==> config.mk <==
export PLATFORM = sky130hd
export DESIGN_NAME = phase2_decode
export DESIGN_NICKNAME = d
export VERILOG_FILES = /design/src/rtl/simple_isa_pkg.sv /design/src/rtl/phase2_decode_inst_decode.sv /design/src/rtl/phase2_decode.sv
export SDC_FILE = /design/constraint.sdc
export NUM_CORES = 1
export LEC_CHECK = 0
export CAP_MARGIN = 0
export CORE_ASPECT_RATIO = 0.5
export CORE_MARGIN = 5
export CORE_UTILIZATION = 40
export DETAILED_ROUTE_END_ITERATION = 7
export PLACE_DENSITY = 0.69
export RECOVER_POWER = 100
export SLEW_MARGIN = 20
export SYNTH_ARGS = -nofsm -noshare
export SYNTH_HDL_FRONTEND = slang
export SYNTH_SLANG_ARGS = --single-unit
==> constraint.sdc <==
create_clock -name clk -period 5.7 [get_ports clk]
set_input_delay 0.855 -clock clk [delete_from_list [all_inputs] [get_ports clk]]
set_output_delay 0.855 -clock clk [all_outputs]
set_load 0.02 [all_outputs]
==> src/rtl/simple_isa_pkg.sv <==
// SIMPLE ISA encodings and the phase-3 control bundle shared by decode and execute.
package simple_isa_pkg;

  localparam logic [1:0] OP1_LD   = 2'b00;
  localparam logic [1:0] OP1_ST   = 2'b01;
  localparam logic [1:0] OP1_LIBR = 2'b10;
  localparam logic [1:0] OP1_CALC = 2'b11;

  localparam logic [3:0] OP3_ADD = 4'b0000;
  localparam logic [3:0] OP3_SUB = 4'b0001;
  localparam logic [3:0] OP3_AND = 4'b0010;
  localparam logic [3:0] OP3_OR  = 4'b0011;
  localparam logic [3:0] OP3_XOR = 4'b0100;
  localparam logic [3:0] OP3_CMP = 4'b0101;
  localparam logic [3:0] OP3_MOV = 4'b0110;
  localparam logic [3:0] OP3_SLL = 4'b1000;
  localparam logic [3:0] OP3_SLR = 4'b1001;
  localparam logic [3:0] OP3_SRL = 4'b1010;
  localparam logic [3:0] OP3_SRA = 4'b1011;
  localparam logic [3:0] OP3_IN  = 4'b1100;
  localparam logic [3:0] OP3_OUT = 4'b1101;
  localparam logic [3:0] OP3_NOP = 4'b1110;
  localparam logic [3:0] OP3_HLT = 4'b1111;

  localparam logic [2:0] OP2_LI    = 3'b000;
  localparam logic [2:0] OP2_B     = 3'b100;
  localparam logic [2:0] OP2_BCOND = 3'b111;

  typedef struct packed {
    logic       ALUSrc1;
    logic       ALUSrc2;
    logic       ALUorshifter;
    logic       AS_BC;
    logic       MemRead;
    logic [2:0] Ra;
    logic [2:0] Rb;
    logic [3:0] opcode;
  } phase3_ctl_t;

  localparam phase3_ctl_t BUBBLE = '0;

  typedef enum logic {
    ST_RUN  = 1'b0,
    ST_HALT = 1'b1
  } dec_state_e;

endpackage

==> src/rtl/phase2_decode_inst_decode.sv <==
// Combinational SIMPLE instruction decoder: control bundle plus source-register usage.
module inst_decode import simple_isa_pkg::*; (
  input  logic [15:0] i_instr,
  output phase3_ctl_t o_ctl,
  output logic        o_real,
  output logic        o_use_a,
  output logic        o_use_b,
  output logic        o_is_hlt
);

  logic [1:0] w_op1;
  logic [2:0] w_a;
  logic [2:0] w_b;
  logic [3:0] w_op3;
  logic       w_unused;

  assign w_op1    = i_instr[15:14];
  assign w_a      = i_instr[13:11];
  assign w_b      = i_instr[10:8];
  assign w_op3    = i_instr[7:4];
  assign w_unused = ^i_instr[3:0];

  always_comb begin
    o_ctl    = BUBBLE;
    o_real   = 1'b0;
    o_use_a  = 1'b0;
    o_use_b  = 1'b0;
    o_is_hlt = 1'b0;
    case (w_op1)
      OP1_CALC: begin
        case (w_op3)
          OP3_ADD, OP3_SUB, OP3_AND, OP3_OR, OP3_XOR, OP3_CMP, OP3_MOV: begin
            o_ctl.opcode = w_op3;
            o_ctl.Ra     = w_a;
            o_ctl.Rb     = w_b;
            o_ctl.AS_BC  = 1'b1;
            o_real       = 1'b1;
            o_use_a      = 1'b1;
            o_use_b      = 1'b1;
          end
          OP3_SLL, OP3_SLR, OP3_SRL, OP3_SRA: begin
            o_ctl.opcode       = w_op3;
            o_ctl.Ra           = w_a;
            o_ctl.Rb           = w_b;
            o_ctl.AS_BC        = 1'b1;
            o_ctl.ALUorshifter = 1'b1;
            o_ctl.ALUSrc2      = 1'b1;
            o_real             = 1'b1;
            o_use_a            = 1'b1;
            o_use_b            = 1'b1;
          end
          OP3_IN, OP3_OUT: begin
            o_ctl.opcode = w_op3;
            o_ctl.Ra     = w_a;
            o_ctl.Rb     = w_b;
            o_ctl.AS_BC  = 1'b1;
            o_real       = 1'b1;
            o_use_a      = (w_op3 == OP3_OUT);
            o_use_b      = (w_op3 == OP3_OUT);
          end
          OP3_HLT: o_is_hlt = 1'b1;
          // NOP and the unassigned op3 slot both decode to a bubble
          default: o_real = 1'b0;
        endcase
      end
      OP1_LD: begin
        o_ctl.MemRead = 1'b1;
        o_ctl.ALUSrc2 = 1'b1;
        o_ctl.Ra      = w_a;
        o_ctl.Rb      = w_b;
        o_real        = 1'b1;
        o_use_b       = 1'b1;
      end
      OP1_ST: begin
        o_ctl.ALUSrc2 = 1'b1;
        o_ctl.Ra      = w_a;
        o_ctl.Rb      = w_b;
        o_real        = 1'b1;
        o_use_a       = 1'b1;
        o_use_b       = 1'b1;
      end
      default: begin
        o_ctl.ALUSrc1 = 1'b1;
        o_ctl.ALUSrc2 = 1'b1;
        o_ctl.Rb      = w_b;
        o_ctl.opcode  = (w_a == OP2_LI) ? OP3_MOV : OP3_ADD;
        o_real        = 1'b1;
        o_use_b       = (w_a == OP2_BCOND);
      end
    endcase
  end

endmodule

==> src/rtl/phase2_decode.sv <==
// Decode stage: IF/ID register, control-bundle register, load-use stall, flush bubbles, halt.
module phase2_decode import simple_isa_pkg::*; (
  input  logic        clk,
  input  logic        rst_n,
  input  logic [15:0] instr_i,
  input  logic        instr_valid_i,
  input  logic        flush_i,
  output logic        stall_o,
  output logic        halted_o,
  output logic        valid_o,
  output logic        ALUSrc1_o,
  output logic        ALUSrc2_o,
  output logic        ALUorshifter_o,
  output logic        AS_BC_o,
  output logic        MemRead_o,
  output logic [2:0]  Ra_o,
  output logic [2:0]  Rb_o,
  output logic [3:0]  opcode_o
);

  dec_state_e  r_state;
  dec_state_e  w_state_nxt;
  logic [15:0] r_id_instr_p1;
  logic        r_id_vld_p1;
  phase3_ctl_t r_ctl_p2;
  logic        r_vld_p2;

  phase3_ctl_t w_dec_ctl;
  logic        w_dec_real;
  logic        w_use_a;
  logic        w_use_b;
  logic        w_is_hlt;
  logic        w_hazard;
  logic        w_halted;
  logic        w_stall;
  logic        w_kill;
  phase3_ctl_t w_ctl_nxt;
  logic        w_vld_nxt;

  inst_decode u_dec (
    .i_instr  (r_id_instr_p1),
    .o_ctl    (w_dec_ctl),
    .o_real   (w_dec_real),
    .o_use_a  (w_use_a),
    .o_use_b  (w_use_b),
    .o_is_hlt (w_is_hlt)
  );

  // A load in execute whose destination is read by the instruction now in decode.
  assign w_hazard = r_vld_p2 & r_ctl_p2.MemRead & r_id_vld_p1 &
                    ((w_use_a & (r_ctl_p2.Ra == r_id_instr_p1[13:11])) |
                     (w_use_b & (r_ctl_p2.Ra == r_id_instr_p1[10:8])));
  assign w_halted = (r_state == ST_HALT);
  assign w_stall  = w_halted | w_hazard;
  assign w_kill   = flush_i & ~w_halted;

  always_ff @(posedge clk or negedge rst_n) begin
    if (!rst_n) r_state <= ST_RUN;
    else        r_state <= w_state_nxt;
  end

  always_comb begin
    w_state_nxt = r_state;
    w_ctl_nxt   = BUBBLE;
    w_vld_nxt   = 1'b0;
    case (r_state)
      ST_RUN: begin
        if (!w_kill) begin
          if (r_id_vld_p1 && w_is_hlt) begin
            w_state_nxt = ST_HALT;
          end else if (!w_hazard && r_id_vld_p1 && w_dec_real) begin
            w_ctl_nxt = w_dec_ctl;
            w_vld_nxt = 1'b1;
          end
        end
      end
      default: w_state_nxt = ST_HALT;
    endcase
  end

  // ---- IF/ID boundary ----
  always_ff @(posedge clk or negedge rst_n) begin
    if (!rst_n) begin
      r_id_instr_p1 <= '0;
      r_id_vld_p1   <= 1'b0;
    end else begin
      if (w_kill)        r_id_vld_p1 <= 1'b0;
      else if (!w_stall) r_id_vld_p1 <= instr_valid_i;
      if (!w_stall)      r_id_instr_p1 <= instr_i;
    end
  end

  // ---- ID/EX boundary ----
  always_ff @(posedge clk or negedge rst_n) begin
    if (!rst_n) begin
      r_ctl_p2 <= BUBBLE;
      r_vld_p2 <= 1'b0;
    end else begin
      r_ctl_p2 <= w_ctl_nxt;
      r_vld_p2 <= w_vld_nxt;
    end
  end

  assign stall_o        = w_stall;
  assign halted_o       = w_halted;
  assign valid_o        = r_vld_p2;
  assign ALUSrc1_o      = r_ctl_p2.ALUSrc1;
  assign ALUSrc2_o      = r_ctl_p2.ALUSrc2;
  assign ALUorshifter_o = r_ctl_p2.ALUorshifter;
  assign AS_BC_o        = r_ctl_p2.AS_BC;
  assign MemRead_o      = r_ctl_p2.MemRead;
  assign Ra_o           = r_ctl_p2.Ra;
  assign Rb_o           = r_ctl_p2.Rb;
  assign opcode_o       = r_ctl_p2.opcode;

endmodule

==> results.toml, run 1 <==
[outcome]
status = "complete, but fails checks"
violations = "max-capacitance violations, max-slew violations"

[synthesis]
synthDominantCellAreaShare_pct = 58.1
post-synth-top-area-cell = "dfrtp_1"
syn-num-nets = 118
post_synth.cell_area_avg_um2 = 13.2
synth_flop_cell = "dfrtp_1"
synth_area_leaders = "dfrtp_1, mux2_4, xnor2_1, mux2_2, a2111oi_4"
netlist_instances = 98
synth_cell_type_count = 26
ys_warn_count = 0
yosysMostFrequentCell = "dfrtp_1"
synth.top_cells.by_count = "dfrtp_1, mux2_4, xnor2_1, nand2_1"
synth_edf_count = 0
ys_seq_elements = 30
seq_area_frac_synth_pct = 58.1
syn_area_um2 = 1290
async_reset_ff_share_pct = 100

[hold_path]
hp-class = "flip-flop to flip-flop"
worstHoldStart = "r_id_vld_p1"

[global_route]
antenna_found_initial = 0
grt_first_pass_wirelength_um = 4330
grt_max_degree = 31
gr-total-overflow = 0
grt_pass1_vias = 914
grt.total_usage_pct = 12.5

[sta]
hold_violations = 0
skew_ps = 3.58
fin_ws_ps = 1280
rsz0062_at_grt = "no"
tightest_slew_ps = 1570
slew-limit-headroom_pct = -4.94
timing.final.crit_share_pct = 77.6
fmax_mhz = 226
drv_slew = 31
period_needed_ps = 4420
setup_viol = 0
tns_ps = 0

[clock_tree]
root_buffer = "clkbuf_8"
numClockSinks = 30
cts_setup_buffers = 0
cts_max_path_buffers = 2
ctsHoldBuffers = 0
cts_tree = "done"
cts_buffers = 5
htree_levels = 2
path_clk_slew_ps = 60
cts_resized = 0
worstSkewPairLatency_ps = 270

[floorplanning]
dieArea_um2 = 4540
core_um2 = 3050
rows = 14
ios = 38
die_h_um = 50.2
fp.dieW_um = 90.4
initial_core_util_pct = 42.4

[route]
drt_pass1_iterations = 4
vias_per_cell = 4.86
ant_nets = 0
drt-initial-drc-count = 13
drc = 0
dr_total_vias = 860
routed_wirelength_um = 2530
wire_per_inst_um = 14.3

[final_layout]
multiInputGateArea_um2 = 465
diodes = 0
regArea_um2 = 751
finalInstanceArea_um2 = 1700
drive_above_1_share_pct = 12.4
final_core_util_pct = 55.6
n_fill_cell = 270
syn_to_final_growth_pct = 31.2
num-nets-final = 156

[setup_path]
critPathKind = "flip-flop to output port"
path_cells = "xnor2_1, nand4_1, a2111oi_0, nor2_1, inv_1, dlygate4sd3_1"
max_stage_delay_ps = 1160
crit_path_max_fanout = 13
cp.depth = 6
worst_path_max_delay_cell = "a2111oi_0"
start_kind = "flip-flop"
end_kind = "output port"
r2r-end = "r_id_instr_p1[9]"
rr_worst_depth = 5
r2r_slack_ps = 2610
crit_arrival_ps = 3570
cp_top_family = "compound AO/OA/AOI/OAI gates"
endpoint = "stall_o"
cp-startpoint = "r_id_instr_p1[12]"
crit_buf_inv = 2
reg2reg_from = "r_id_instr_p1[12]"
crit_required_ps = 4850

[placed_design]
port_buffers = 33
place_area_um2 = 1660
hpwl_um = 1830
preCtsSetupSlack_ps = 2280
gp_congestion = 0.735

[flow_run]
maxCapViolCount = 1

[pwr]
pwr_density_cell_nw_per_um2 = 278
p_leak_uw = 0.000776
ir_drop_v = 0.000116
[registers in the layout (all words and copies together), names as in the netlist]
| register | cells |
|---|---|
| halted_o | 1 |
| opcode_o | 4 |
| ALUSrc1_o | 1 |
| Ra_o | 3 |
| Rb_o | 3 |
| AS_BC_o | 1 |
| ALUSrc2_o | 1 |
| r_id_instr_p1 | 12 |
| r_id_vld_p1 | 1 |
| ALUorshifter_o | 1 |
| valid_o | 1 |
| MemRead_o | 1 |
[worst min path at each step]
stage                  endpoint  slack [ps]  cells after the start
floorplan           r_id_vld_p1         450                      2
global placement    r_id_vld_p1         480                      2
detailed placement  r_id_vld_p1         480                      2
CTS                 r_id_vld_p1         490                      2
global route        r_id_vld_p1         520                      2
finish              r_id_vld_p1         490                      2
[placed cells by master (no fill, tap or decap), types with 3 or more instances in the layout]
cell and instances:
nand2b_1 3, nand2_1 5, clkdlybuf4s50_1 13, mux2_2 9, nor4_1 3, o21ai_0 4
and3_1 3, xnor2_1 6, clkbuf_8 6, nor3b_1 3, dlygate4sd3_1 20, nor2b_1 4
nor3_1 3, dfrtp_1 30, and2_0 4
[metal layers]
metal	up-vias	track usage [%]	wire [um]
li1	418	-	-
met1	423	14.8	1190
met2	17	20.1	1220
met3	2	6.27	109
met4	0	3.71	16
met5	-	0	0
[tightest hold or removal path, delay by kind of cell, from the launching register on]
family           cells  cell delay, ps
flip-flops           1             350
AND/OR/NAND/NOR      2             100
[cell type report]
type / instances / share of cell area [%]
flip-flops and latches: 30 / 44.3
multi-input cells: 64 / 27.5
repair buffers: 34 / 19.7
clock buffers: 7 / 5.09
well taps: 40 / 2.95
clock inverters: 1 / 0.295
inverters: 1 / 0.221
[report_power, final]
part,switching [uW],internal [uW]
combinational,26.1,32.6
clock,75.5,97.2
sequential,15.8,225
total,117,355
[kinds of logic (layout without fill, tap and decap cells)]
kind of cell / Yosys count / in the layout / synth area share [%]
compound gates: 12 / 12 / 7.74
xor+xnor: 6 / 6 / 4.07
buf+inv: 4 / 43 / 1.94
flops: 30 / 30 / 58.1
mux: 12 / 12 / 13.1
simple gates: 34 / 34 / 15.1
[metrics by stage]
stage / cells / hold slack, ps / total power (uW)
global placement: 169 / 475 / 311
detailed placement: 169 / 483 / 313
finish: 177 / 492 / 472
CTS: 177 / 495 / 488
global route: 177 / 522 / 500
floorplan: 98 / 453 / 282
No activity file was read; power rests on OpenSTA's default activity.
==> inputs of run 2 (changes only) <==
PLACE_DENSITY = 0.72   (was 0.69)
clock period = 3.9 ns   (was 5.7 ns; I/O delays follow)
==> run 2 against run 1 <==
Net effect:
- the flow still finishes with violations (max-capacitance violations, max-slew violations)
- sequential power is 46% higher
- worst hold slack worse by 1.4 ps
- clock power is 67% higher
- register-to-register slack worse by 1200 ps
- worst setup slack worse by 400 ps
- critical endpoint unchanged
- largest cell class unchanged
- largest power group unchanged
==> results.toml, run 2 (synthesis results as in run 1) <==
[outcome]
status = "complete, but fails checks"
violations = "max-capacitance violations, max-slew violations"

[sta]
drv_slew = 31
slew-limit-headroom_pct = -7.05
tightest_slew_ps = 1610
rsz0062_at_grt = "no"
tns_ps = 0
whs_ps = 491
timing.final.crit_share_pct = 77.5
fin_ws_ps = 878
skew_ps = 7.70
fmax_mhz = 331
period_needed_ps = 3020
hold_violations = 0
setup_viol = 0

[floorplanning]
ios = 38
fp.dieW_um = 90.4
rows = 14
die_h_um = 50.2
dieArea_um2 = 4540
core_um2 = 3050
initial_core_util_pct = 42.4

[pwr]
p_leak_uw = 0.000792
total_power_uw = 729
pwr_density_cell_nw_per_um2 = 419
ir_drop_v = 0.000179

[setup_path]
end_kind = "output port"
path_cells = "xnor2_1, nand4_1, a2111oi_4, nor2_1, inv_1, dlygate4sd3_1"
worst_path_max_delay_cell = "dlygate4sd3_1"
critPathKind = "flip-flop to output port"
max_stage_delay_ps = 670
crit_path_max_fanout = 6
crit_required_ps = 3310
r2r_slack_ps = 1370
start_kind = "flip-flop"
crit_arrival_ps = 2440

[clock_tree]
cts_resized = 0
worstSkewPairLatency_ps = 280
cts_max_path_buffers = 2
ctsHoldBuffers = 0
path_clk_slew_ps = 60
cts_tree = "done"
cts_setup_buffers = 0
cts_buffers = 5
root_buffer = "clkbuf_8"
htree_levels = 2
numClockSinks = 30

[global_route]
antenna_found_initial = 0
grt.total_usage_pct = 12.3
grt_max_degree = 31
gr-total-overflow = 0
grt_first_pass_wirelength_um = 4360
grt_pass1_vias = 938

[final_layout]
regMostFlops = "r_id_instr_p1"
drive_above_1_share_pct = 10.1
diodes = 0
syn_to_final_growth_pct = 34.7
final_cell_mix = "dfrtp_1, dlygate4sd3_1, clkdlybuf4s50_1"
largest_register_ffs = 12
final_common_cell = "dfrtp_1"
num-nets-final = 157

[placed_design]
port_buffers = 33
preCtsSetupSlack_ps = 1270
gp_congestion = 0.760
hpwl_um = 1880

[route]
wl_met2_um = 1220
wire_per_inst_um = 14.6
drt_pass1_iterations = 4
drc = 0
ant_nets = 0
wl_met1_um = 1170
topRoutingLayerUsed = "met4"
drt-initial-drc-count = 46
routed_wirelength_um = 2590
vias_per_cell = 5.02
met3_length_um = 169
dr_total_vias = 893

[flow_run]
maxCapViolCount = 1

[hold_path]
hp-class = "flip-flop to flip-flop"
==> run 2: where the power goes <==
group	leakage (uW)	switching, uW	total (uW)	internal, uW
Combinational	0.000348	41.4	88.7	47.3
Sequential	0.000387	22.9	351	329
Clock	0.0000575	111	289	178
Total	0.000792	175	729	554
==> run 2: through the flow <==
step	utilization (%)	cells	area, um^2
3_5_place_dp	54.7	170	1670
4_1_cts	58.3	178	1780
3_3_place_gp	54.7	170	1670
5_1_grt	57.1	178	1740
6_report	57.1	178	1740
2_1_floorplan	-	98	1290
==> run 2: final timing paths <==
path                                         from               end  cells after the start
worst max-delay path            r_id_instr_p1[11]           stall_o                      6
worst max register to register  r_id_instr_p1[14]  r_id_instr_p1[6]                      6
max in group asynchronous                   rst_n  r_id_instr_p1[8]                      2
worst min-delay path                  r_id_vld_p1       r_id_vld_p1                      2
worst min register to register        r_id_vld_p1       r_id_vld_p1                      2
min in group asynchronous                   rst_n       opcode_o[1]                      2
==> run 2: routing by layer <==
layer / global-route usage [%] / vias to the layer above
met5: 0 / -
met4: 5.20 / 0
met3: 4.78 / 4
met2: 19.2 / 26
met1: 15.7 / 439
li1: - / 424
==> run 2: layout make-up <==
type,count,area [um^2]
fillers,258,1310
well taps,40,50.0
multi-input cells,64,488
flip-flops and latches,30,751
repair buffers,35,338
inverters,1,3.75
clock buffers,8,110
==> run 2: worst max-delay path, delay by kind of cell (launching register included) <==
family          cells  cell delay, ps
compound gates      1             530
xor+xnor            1             180
buf+inv             2             740
flops               1             440
simple gates        2             270
